**src/rtl/load_store_unit_if.sv**
```systemverilog
// Bundles the core-side request/response handshake and the data_memory port of the load/store unit.
// The slave modport is the LSU's view; the master modport belongs to the core plus memory that surround it.
interface load_store_unit_if #(
    parameter int W = 32,
    parameter int N = 5
) ();
    logic         req_valid;
    logic         req_ready;
    logic         req_we;
    logic [1:0]   req_size;
    logic         req_unsigned;
    logic [N+1:0] req_addr;
    logic [W-1:0] req_wdata;
    logic         resp_valid;
    logic         resp_ready;
    logic [W-1:0] resp_rdata;
    logic         resp_err;
    logic [N-1:0] address;
    logic         MemRead;
    logic         MemWrite;
    logic [W-1:0] write_data;
    logic [W-1:0] read_data;

    modport slave (
        input  req_valid, req_we, req_size, req_unsigned, req_addr, req_wdata,
        input  resp_ready, read_data,
        output req_ready, resp_valid, resp_rdata, resp_err,
        output address, MemRead, MemWrite, write_data
    );

    modport master (
        output req_valid, req_we, req_size, req_unsigned, req_addr, req_wdata,
        output resp_ready, read_data,
        input  req_ready, resp_valid, resp_rdata, resp_err,
        input  address, MemRead, MemWrite, write_data
    );
endinterface

```
**src/rtl/load_store_unit.sv**
```systemverilog
// Byte-addressed load/store front end for a word-addressed memory: extends loads and read-modify-writes sub-word stores.
// Response 1 (error), 2 (word store), 3 (load) or 4 (sub-word store) cycles after accept; one request in flight, response held until resp_ready.
module load_store_unit #(
    parameter int W = 32,
    parameter int N = 5
) (
    input  logic             clk,
    input  logic             rst,
    load_store_unit_if.slave bus
);
    typedef enum logic [2:0] {
        S_IDLE = 3'd0,
        S_RD   = 3'd1,
        S_CAP  = 3'd2,
        S_WR   = 3'd3,
        S_RESP = 3'd4
    } state_t;

    state_t       state_q, state_d;
    logic         we_q, we_d;
    logic [1:0]   size_q, size_d;
    logic         uns_q, uns_d;
    logic [N+1:0] addr_q, addr_d;
    logic [15:0]  wdata_q, wdata_d;
    logic [W-1:0] wrdat_q, wrdat_d;
    logic [W-1:0] rdata_q, rdata_d;
    logic         err_q, err_d;

    logic         req_bad;
    logic [7:0]   ld_byte;
    logic [15:0]  ld_half;
    logic [W-1:0] ld_ext;
    logic [W-1:0] st_merge;

    // Alignment is judged on the live request, so an error never touches memory.
    always_comb begin
        req_bad = 1'b0;
        case (bus.req_size)
            2'b00:   req_bad = 1'b0;
            2'b01:   req_bad = bus.req_addr[0];
            2'b10:   req_bad = |bus.req_addr[1:0];
            default: req_bad = 1'b1;
        endcase
    end

    always_comb begin
        ld_byte = bus.read_data[7:0];
        case (addr_q[1:0])
            2'd0:    ld_byte = bus.read_data[7:0];
            2'd1:    ld_byte = bus.read_data[15:8];
            2'd2:    ld_byte = bus.read_data[23:16];
            default: ld_byte = bus.read_data[31:24];
        endcase
        ld_half = addr_q[1] ? bus.read_data[31:16] : bus.read_data[15:0];

        ld_ext = bus.read_data;
        case (size_q)
            2'b00:   ld_ext = {{24{~uns_q & ld_byte[7]}}, ld_byte};
            2'b01:   ld_ext = {{16{~uns_q & ld_half[15]}}, ld_half};
            default: ld_ext = bus.read_data;
        endcase

        // Sub-word store: splice the new lane into the word just read back.
        st_merge = bus.read_data;
        if (size_q == 2'b00) begin
            case (addr_q[1:0])
                2'd0:    st_merge[7:0]   = wdata_q[7:0];
                2'd1:    st_merge[15:8]  = wdata_q[7:0];
                2'd2:    st_merge[23:16] = wdata_q[7:0];
                default: st_merge[31:24] = wdata_q[7:0];
            endcase
        end else if (size_q == 2'b01) begin
            if (addr_q[1]) st_merge[31:16] = wdata_q;
            else           st_merge[15:0]  = wdata_q;
        end
    end

    always_comb begin
        state_d = state_q;
        we_d    = we_q;
        size_d  = size_q;
        uns_d   = uns_q;
        addr_d  = addr_q;
        wdata_d = wdata_q;
        wrdat_d = wrdat_q;
        rdata_d = rdata_q;
        err_d   = err_q;

        case (state_q)
            S_IDLE: begin
                if (bus.req_valid) begin
                    we_d    = bus.req_we;
                    size_d  = bus.req_size;
                    uns_d   = bus.req_unsigned;
                    addr_d  = bus.req_addr;
                    wdata_d = bus.req_wdata[15:0];
                    rdata_d = '0;
                    if (req_bad) begin
                        err_d   = 1'b1;
                        state_d = S_RESP;
                    end else if (bus.req_we && bus.req_size == 2'b10) begin
                        wrdat_d = bus.req_wdata;
                        state_d = S_WR;
                    end else begin
                        state_d = S_RD;
                    end
                end
            end
            S_RD: state_d = S_CAP;
            S_CAP: begin
                if (we_q) begin
                    wrdat_d = st_merge;
                    state_d = S_WR;
                end else begin
                    rdata_d = ld_ext;
                    state_d = S_RESP;
                end
            end
            S_WR: state_d = S_RESP;
            S_RESP: begin
                if (bus.resp_ready) begin
                    err_d   = 1'b0;
                    rdata_d = '0;
                    state_d = S_IDLE;
                end
            end
            default: state_d = S_IDLE;
        endcase
    end

    always_ff @(posedge clk or negedge rst) begin
        if (!rst) begin
            state_q <= S_IDLE;
            we_q    <= 1'b0;
            size_q  <= 2'b00;
            uns_q   <= 1'b0;
            addr_q  <= '0;
            wdata_q <= '0;
            wrdat_q <= '0;
            rdata_q <= '0;
            err_q   <= 1'b0;
        end else begin
            state_q <= state_d;
            we_q    <= we_d;
            size_q  <= size_d;
            uns_q   <= uns_d;
            addr_q  <= addr_d;
            wdata_q <= wdata_d;
            wrdat_q <= wrdat_d;
            rdata_q <= rdata_d;
            err_q   <= err_d;
        end
    end

    // Memory strobes come straight from the state register, never from inputs.
    assign bus.req_ready  = (state_q == S_IDLE);
    assign bus.MemRead    = (state_q == S_RD);
    assign bus.MemWrite   = (state_q == S_WR);
    assign bus.address    = addr_q[N+1:2];
    assign bus.write_data = wrdat_q;
    assign bus.resp_valid = (state_q == S_RESP);
    assign bus.resp_rdata = rdata_q;
    assign bus.resp_err   = err_q;
endmodule

```
**src/flat_wrapper.sv**
```systemverilog
// flat-port wrapper written by rule: the top's interface ports become plain ports
module load_store_unit_flat 
#(
    parameter int W = 32,
    parameter int N = 5
)
  (clk, rst, bus_req_valid, bus_req_we, bus_req_size, bus_req_unsigned, bus_req_addr, bus_req_wdata, bus_resp_ready, bus_read_data, bus_req_ready, bus_resp_valid, bus_resp_rdata, bus_resp_err, bus_address, bus_MemRead, bus_MemWrite, bus_write_data);
  load_store_unit_if #(.W(W), .N(N)) bus_i ();
  input  logic clk;
  input  logic rst;
  input wire logic [$bits(bus_i.req_valid)-1:0] bus_req_valid;
  input wire logic [$bits(bus_i.req_we)-1:0] bus_req_we;
  input wire logic [$bits(bus_i.req_size)-1:0] bus_req_size;
  input wire logic [$bits(bus_i.req_unsigned)-1:0] bus_req_unsigned;
  input wire logic [$bits(bus_i.req_addr)-1:0] bus_req_addr;
  input wire logic [$bits(bus_i.req_wdata)-1:0] bus_req_wdata;
  input wire logic [$bits(bus_i.resp_ready)-1:0] bus_resp_ready;
  input wire logic [$bits(bus_i.read_data)-1:0] bus_read_data;
  output wire logic [$bits(bus_i.req_ready)-1:0] bus_req_ready;
  output wire logic [$bits(bus_i.resp_valid)-1:0] bus_resp_valid;
  output wire logic [$bits(bus_i.resp_rdata)-1:0] bus_resp_rdata;
  output wire logic [$bits(bus_i.resp_err)-1:0] bus_resp_err;
  output wire logic [$bits(bus_i.address)-1:0] bus_address;
  output wire logic [$bits(bus_i.MemRead)-1:0] bus_MemRead;
  output wire logic [$bits(bus_i.MemWrite)-1:0] bus_MemWrite;
  output wire logic [$bits(bus_i.write_data)-1:0] bus_write_data;
  assign bus_i.req_valid = bus_req_valid;
  assign bus_i.req_we = bus_req_we;
  assign bus_i.req_size = bus_req_size;
  assign bus_i.req_unsigned = bus_req_unsigned;
  assign bus_i.req_addr = bus_req_addr;
  assign bus_i.req_wdata = bus_req_wdata;
  assign bus_i.resp_ready = bus_resp_ready;
  assign bus_i.read_data = bus_read_data;
  assign bus_req_ready = bus_i.req_ready;
  assign bus_resp_valid = bus_i.resp_valid;
  assign bus_resp_rdata = bus_i.resp_rdata;
  assign bus_resp_err = bus_i.resp_err;
  assign bus_address = bus_i.address;
  assign bus_MemRead = bus_i.MemRead;
  assign bus_MemWrite = bus_i.MemWrite;
  assign bus_write_data = bus_i.write_data;
  load_store_unit #(.W(W), .N(N)) u_core (.clk(clk), .rst(rst), .bus(bus_i));
endmodule
```
**config.mk**
```make
export PLATFORM = sky130hd
export DESIGN_NAME = load_store_unit_flat
export DESIGN_NICKNAME = d
export VERILOG_FILES = /design/src/rtl/load_store_unit_if.sv /design/src/rtl/load_store_unit.sv /design/src/flat_wrapper.sv
export SDC_FILE = /design/constraint.sdc
export NUM_CORES = 1
export LEC_CHECK = 0
export ABC_AREA = 1
export CAP_MARGIN = 20
export CORE_MARGIN = 2
export CORE_UTILIZATION = 53
export DETAILED_ROUTE_END_ITERATION = 8
export GPL_TIMING_DRIVEN = 0
export PLACE_DENSITY = 0.86
export SLEW_MARGIN = 40
export SYNTH_ARGS = -nofsm -noshare
export SYNTH_HDL_FRONTEND = slang
export SYNTH_SLANG_ARGS = --single-unit
```
**constraint.sdc**
```tcl
create_clock -name clk -period 3.83 [get_ports clk]
set_clock_uncertainty 0.05 [all_clocks]
set_input_delay 1.149 -clock clk [delete_from_list [all_inputs] [get_ports clk]]
set_output_delay 1.149 -clock clk [all_outputs]
set_load 0.01 [all_outputs]
```
Yosys cells after proc, flatten, opt, wreduce, memory -nomap -nowiden --
Cells that the tools add are included.
Word-level totals: register bits 95, bits of input ports 79, word-level logic and storage cells 74
Operators by class: equal/unequal tests 16, mux-type cells 31, bitwise gates (word level) 3, reduce and logical (&&, ||, !) cells 15
Operators by type and width (number):
- $mux W32 | 9
- $pmux W32 S2 | 2
- $pmux W32 S3 | 1
- $mux W16 | 3
- $mux W8 | 4
- $pmux W8 S3 | 1
- $pmux W3 S5 | 1
- $mux W3 | 4
- $ne A2 B2 Y1 const B | 4
- $reduce_and A4 Y1 | 2
- $eq A2 B1 Y1 const B | 3
- $eq A3 B2 Y1 const B | 2
- $logic_not A2 Y1 | 3
- $ne A2 B1 Y1 const B | 3
- $reduce_and A5 Y1 | 1
- $eq A2 B2 Y1 const B | 2
- $reduce_and A2 Y1 | 2
- $reduce_bool A2 Y1 | 2
- $eq A3 B1 Y1 const B | 1
- $eq A3 B3 Y1 const B | 1
- $logic_not A3 Y1 | 1
- $mux W1 | 3
- $pmux W1 S3 | 1
- $reduce_bool A3 Y1 | 1
- 7 further kinds | 8

Logic depth before layout (Yosys ltp) --
Gate-level depths: netlist of run 1.
depth after elaboration 6, mapped depth 9

Worst setup path after synthesis of run 1 --
Ideal clock, no wire load.
path type in2reg, start point input port bus_req_size[0], end point register u_core.wrdat_q[10] (netlist: u_core.bus.write_data[10]), library setup time 0.121 ns, arrival 1.951 ns, setup slack 1.707 ns, stages 7, path buffers 1, path through inv_1 nand3_1 o21ai_4 nand2_2 buf_4 nand2_1 o21ai_1
Between the ends: longest elaborated chain between the ends 4, elaborated cells between the ends (all ways) 8, classes of those cells eq/ne: 4; mux: 1; reduce/logical: 3
RTL lines:
- start, declared | RTL line flat_wrapper.sv:13 | input wire logic [$bits(bus_i.req_size)-1:0] bus_req_size;
- $eq A2 B2 Y1, or another cell as far along | RTL line load_store_unit.sv:38, load_store_unit.sv:101
- $pmux W1 S3 / $logic_and A1 B1 Y1 (equally long branches) | RTL line load_store_unit.sv:38, load_store_unit.sv:101
- $ne A2 B2 Y1 (no line) / $ne A2 B1 Y1 (equally long branches)
- $reduce_and A5 Y1 (no line) (*)
- end signal, assigned | RTL line load_store_unit.sv:149 | wrdat_q <= wrdat_d;
- end, declared | RTL line load_store_unit.sv:25 | logic [W-1:0] wrdat_q, wrdat_d;
Mark *: on every way between the ends. The rest lies on a longest branch, timed or not. A chain may end at the register's enable or synchronous reset.

Final worst setup path of run 1 --
start point register u_core.state_q[0], end point output port bus_MemRead
Between the ends: longest elaborated chain between the ends 1
RTL lines:
- start, declared | RTL line load_store_unit.sv:19 | state_t state_q, state_d;
- start signal, assigned | RTL line load_store_unit.sv:143 | state_q <= state_d;
- $eq A3 B1 Y1 | RTL line load_store_unit.sv:157 | assign bus.MemRead = (state_q == S_RD);
- end, declared | RTL line flat_wrapper.sv:24 | output wire logic [$bits(bus_i.MemRead)-1:0] bus_MemRead;
Every way passes these cells.

==> impl_metrics.json, run 1 <==
{
  "routedWlPerCell_um": 16.18,
  "layout.cells.non_filler": 1099,
  "numCtsBuffers": 9,
  "crit_type": "reg -> out",
  "drive_above_1_share_pct": 9.346,
  "rows": 37,
  "first_pass_iters": 7,
  "rsz0062_at_grt": "no",
  "postSynthRegisterBits": 95,
  "whs_endpoint": "u_core.bus.write_data[27]$_DFFE_PN0P_",
  "hold_viol": 0,
  "pwr_density_cell_nw_per_um2": 761.3,
  "syn-num-nets": 874,
  "fin_crit_ns": 2.952,
  "min_path_cells": 2,
  "n_antenna_cell": 0,
  "place_inst": 1084,
  "ys_types": 27,
  "die_w_um": 106.2,
  "p_leak_nw": 3.788,
  "areaGrowthSynthToFinish_pct": 34.86,
  "cp-end-kind": "output port",
  "drtIter0Drc": 667,
  "ant_nets": 0,
  "initial_core_util_pct": 54.05,
  "min-delay-start": "u_core.bus.write_data[27]$_DFFE_PN0P_",
  "cts_root_buf": "clkbuf_8",
  "portBuffers": 152,
  "worst_pin_slew_ns": 0.7184,
  "grt_pass1_vias": 5703,
  "startpoint_type": "register",
  "max_freq_mhz": 338.8,
  "tritoncts": "done",
  "drc": 0,
  "syn_area_um2": 5530,
  "r2r_end": "u_core.bus.write_data[26]$_DFFE_PN0P_",
  "routed_via_density": 5.538,
  "grtUsageTotal_pct": 32.34,
  "status": "finished, final reports clean",
  "max_cap_viol_count": 0,
  "clock-sinks": 95,
  "gr-total-overflow": 0,
  "grt_max_degree": 51,
  "clk_pin_slew_ns": 0.08,
  "synth_area_per_cell_um2": 6.956,
  "reg2reg_slack_ns": 1.88,
  "cts_setup_buffers": 0,
  "rr_startpoint": "u_core.size_q[1]$_DFFE_PN0P_",
  "cp_max_fo": 4,
  "dieArea_um2": 11270,
  "placed_area_um2": 7251,
  "slew_viol_final": 0,
  "nets": 1038,
  "min_path_type": "reg -> reg",
  "arrival_ns": 1.75,
  "hold_ws_ns": 0.4339,
  "cts_hold_buf": 0,
  "fin_crit_sh_pct": 77.07,
  "r2r_cells": 7,
  "place_congestion": 0.9616,
  "design_area_um2": 7458,
  "synth_cells": 795,
  "cts_max_level": 3,
  "wl_um": 17780,
  "critPathRequiredTime_ns": 2.63,
  "setup_viol": 0,
  "yosysSeqAreaShare_pct": 42.99,
  "dp_hpwl_um": 13610,
  "yosysWarningCount": 0,
  "fp.dieH_um": 106.2,
  "relSlewSlack_pct": 51.93,
  "core_um2": 10230,
  "clock_latency_ns": 0.37,
  "grt_pass1_wl_um": 28500,
  "grt_antenna_before_repair": 0,
  "clock_path_buffers": 2,
  "total_power_mw": 5.678,
  "vdd_drop_max_mv": 0.4630,
  "ios": 153,
  "vias": 6086,
  "ctsResizeCount": 0
}
-- cell families after synthesis --
logic type | Yosys count | share of synthesized area [%]
AO/OA/AOI/OAI | 79 | 7.783
AND/OR/NAND/NOR | 508 | 40.07
buffers and inverters | 113 | 9.163
flip-flops | 95 | 42.99
-- cells in the mapped netlist (all sizes together) --
cell / instances / area, µm²
dfrtp: 95 / 2377
buf: 36 / 217.7
clkbuf: 10 / 37.54
inv: 67 / 251.5
nor3: 2 / 10.01
o22ai: 7 / 43.79
nand3b: 1 / 7.510
nand3: 151 / 775.8
or2: 10 / 62.56
nand4: 8 / 56.30
nand2: 301 / 1142
nor2: 35 / 161.4
o21ai: 37 / 200.2
a21oi: 35 / 186.4
-- how the worst max path moves through the flow --
stage	startpoint	to	slack, ns	cells past startpoint
global route	u_core.state_q[1]$_DFFE_PN0P_	bus_req_ready	0.76	4
floorplan	bus_req_size[0]	u_core.bus.write_data[10]$_DFFE_PN0P_	1.71	7
CTS	u_core.state_q[0]$_DFFE_PN0P_	bus_MemRead	0.87	3
global placement	rst	u_core.addr_q[5]$_DFFE_PN0P_	-1.80	1
finish	u_core.state_q[0]$_DFFE_PN0P_	bus_MemRead	0.88	3
detailed placement	bus_req_size[0]	u_core.bus.write_data[28]$_DFFE_PN0P_	1.02	9
-- routing by layer --
layer,track usage [%],vias up,part of all wire [%]
li1,-,2885,-
met2,51.24,341,46
met5,0,-,0
met3,5.825,54,8.7
met1,44.68,2806,42
met4,11.65,0,3.4
-- through the flow --
stage          util (%)  worst slack (ns)  setup TNS (ns)
6_report          72.90            0.8784               0
4_1_cts           72.90            0.8679               0
3_3_place_gp      70.59            -1.804         -170.84
3_5_place_dp      70.87             1.019               0
5_1_grt           72.90            0.7555               0
2_1_floorplan         -             1.707               0
-- placed cells by master (no fill, tap or decap), types with 2 or more instances in the layout --
master	instances
clkbuf_8	12
o21ai_1	12
a21oi_1	34
buf_6	2
nor2_2	3
inv_1	57
nand3_2	4
inv_2	10
clkdlybuf4s50_1	151
nor3_1	2
nand2_2	5
buf_2	21
clkbuf_1	11
o21ai_0	23
nand3_1	147
nor2_1	29
nor2_4	3
nand2_1	296
buf_4	13
o22ai_1	7
or2_2	10
dfrtp_1	95
nand4_1	7
-- power by group --
group,internal [mW],switching [mW]
combinational,1.34,1.95
sequential,1.42,0.276
clock,0.354,0.343
-- flip-flops by register name, indices dropped and copies added, names as in the netlist --
signal and flops:
u_core.addr_q 7, u_core.bus.resp_err 1, u_core.bus.resp_rdata 32, u_core.bus.write_data 32, u_core.size_q 2, u_core.state_q 3, u_core.uns_q 1, u_core.wdata_q 16
u_core.we_q 1
-- worst max-delay path, cell delays in order (launching register included) --
cell and delay, ns:
dfrtp_1 0.48, inv_1 0.13, nor3_1 0.20, clkdlybuf4s50_1 0.57
-- final cells by class --
cell class / instances / area (µm²)
fill: 833 / 2773
multi-input combinational: 587 / 2646
sequential: 95 / 2377
timing repair buffer: 153 / 1550
buffer: 46 / 255.2
inverter: 67 / 251.5
tap: 136 / 170.2
clock buffer: 13 / 168.9
clock inverter: 2 / 38.79
Note: power is estimated with default switching activity, not from simulation.
==> inputs of run 2 (changes only) <==
CORE_UTILIZATION = 49   (was 53)
PLACE_DENSITY = 0.8   (was 0.86)
clock period = 3 ns   (was 3.83 ns; I/O delays follow)
==> run 2 against run 1 <==
Net effect:
- die area grew 7.8%
- cell count is 0.45% higher
- sequential power rose by 28%
- via count shrank 1.1%
- global-route usage down 2.3 points
- routed wire length fell by 1.6%
- design area grew 1.1%
- sequential share of layout area shrank 0.33 points
==> impl_metrics.json, run 2 (synthesized netlist as in run 1, its figures left out) <==
{
  "status": "finished, final reports clean",
  "drtIter0Drc": 555,
  "max_freq_mhz": 376.8,
  "grt_pass1_wl_um": 27950,
  "initial_core_util_pct": 50.57,
  "drc": 0,
  "nets": 1038,
  "rows": 38,
  "design_area_um2": 7537,
  "placed_area_um2": 7256,
  "grt_max_degree": 52,
  "clock-sinks": 95,
  "ant_nets": 0,
  "rsz0062_at_grt": "no",
  "dieArea_um2": 12150,
  "die_w_um": 110.2,
  "reg2reg_slack_ns": 1.10,
  "portBuffers": 152,
  "numCtsBuffers": 9,
  "ios": 153,
  "p_leak_nw": 3.813,
  "min_path_type": "in -> async",
  "clock_latency_ns": 0.34,
  "core_um2": 10940,
  "routed_via_density": 5.450,
  "cts_hold_buf": 0,
  "routedWlPerCell_um": 15.85,
  "first_pass_iters": 6,
  "areaGrowthSynthToFinish_pct": 36.29,
  "cts_setup_buffers": 0,
  "tritoncts": "done",
  "critPathRequiredTime_ns": 2.05,
  "hold_viol": 0,
  "finalWorstSetupSlack_ns": 0.3462,
  "mostFrequentLayoutCell": "nand2_1",
  "grt_antenna_before_repair": 0,
  "fin_util_pct": 68.92,
  "crit_type": "reg -> out",
  "worst_pin_slew_ns": 0.6570,
  "layout_common_cells": "296 x nand2_1, 151 x clkdlybuf4s50_1, 147 x nand3_1",
  "fp.dieH_um": 110.2,
  "startpoint_type": "register",
  "wl_um": 17500,
  "grt_pass1_vias": 5571,
  "fin_crit_ns": 2.654,
  "gr-total-overflow": 0,
  "n_fill_cell": 961,
  "cts_root_buf": "clkbuf_16",
  "clock_path_buffers": 2,
  "max_cap_viol_count": 0,
  "slew_viol_final": 0,
  "setup_viol": 0,
  "cts_max_level": 3,
  "clk_pin_slew_ns": 0.07,
  "cp-end-kind": "output port",
  "relSlewSlack_pct": 56.04,
  "drive_above_1_share_pct": 9.544,
  "ctsResizeCount": 0,
  "vdd_drop_max_mv": 0.6296,
  "n_antenna_cell": 0,
  "dp_hpwl_um": 13430,
  "fin_crit_sh_pct": 88.46,
  "pwr_density_cell_nw_per_um2": 986.9,
  "vias": 6017,
  "grtUsageTotal_pct": 30.08,
  "cp_max_fo": 4,
  "dp_slack_ns": 0.4424,
  "arrival_ns": 1.70,
  "place_congestion": 0.9882
}
[run 2: cell types whose count changed in the layout (fill, tap and decap cells not counted), sizes merged]
cell / change
inv: +3
bufinv: -1
clkinvlp: +3
clkbuf: -4
[run 2: power breakdown]
part | internal [mW] | switching, mW
registers | 1.82 | 0.358
clock network | 0.572 | 0.523
logic | 1.71 | 2.46
[run 2: worst paths after layout]
| check | startpoint | to | depth (start not counted) |
|---|---|---|---|
| setup reg to reg | u_core.state_q[2]$_DFFE_PN0P_ | u_core.bus.write_data[26]$_DFFE_PN0P_ | 8 |
| hold / removal | rst | u_core.bus.resp_rdata[26]$_DFFE_PN0P_ | 1 |
| max in group asynchronous | rst | u_core.wdata_q[3]$_DFFE_PN0P_ | 2 |
| hold reg to reg | u_core.bus.write_data[25]$_DFFE_PN0P_ | u_core.bus.write_data[25]$_DFFE_PN0P_ | 2 |
| setup / recovery | u_core.state_q[0]$_DFFE_PN0P_ | bus_MemRead | 3 |
| min in group clk | u_core.bus.write_data[25]$_DFFE_PN0P_ | u_core.bus.write_data[25]$_DFFE_PN0P_ | 2 |
[run 2: final cells by class]
cell class	count	area [µm²]	share of cell area, %
plain buffers	46	255.2	3.386
clock buffers	9	225.2	2.988
clock inverters	7	56.30	0.7470
inverters	67	251.5	3.337
multi-input cells	587	2646	35.11
flip-flops and latches	95	2377	31.54
well taps	140	175.2	2.324
repair buffers	153	1550	20.57
[run 2: through the flow]
step	TNS (ns)	power (mW)	hold slack (ns)	instances
after floorplan	0	4.636	0.4000	795
after global placement	-235.46	6.219	0.4158	1087
after detailed placement	0	6.282	0.4187	1088
after CTS	0	7.400	0.4358	1104
after global routing	0	8.028	0.4437	1104
final	0	7.439	0.4164	1104
[run 2: metal layers]
layer / track usage [%] / share of wire [%] / up-vias
li1: - / - / 2890
met1: 42.59 / 42 / 2752
met2: 46.49 / 44 / 323
met3: 4.703 / 10 / 52
met4: 11.61 / 3.7 / 0
met5: 0 / 0 / -
[run 2: critical path: stages, from the launching register on]
cell             delay [ns]
dfrtp_1                0.47
inv_1                  0.13
nor3_1                 0.19
clkdlybuf4s50_1        0.57
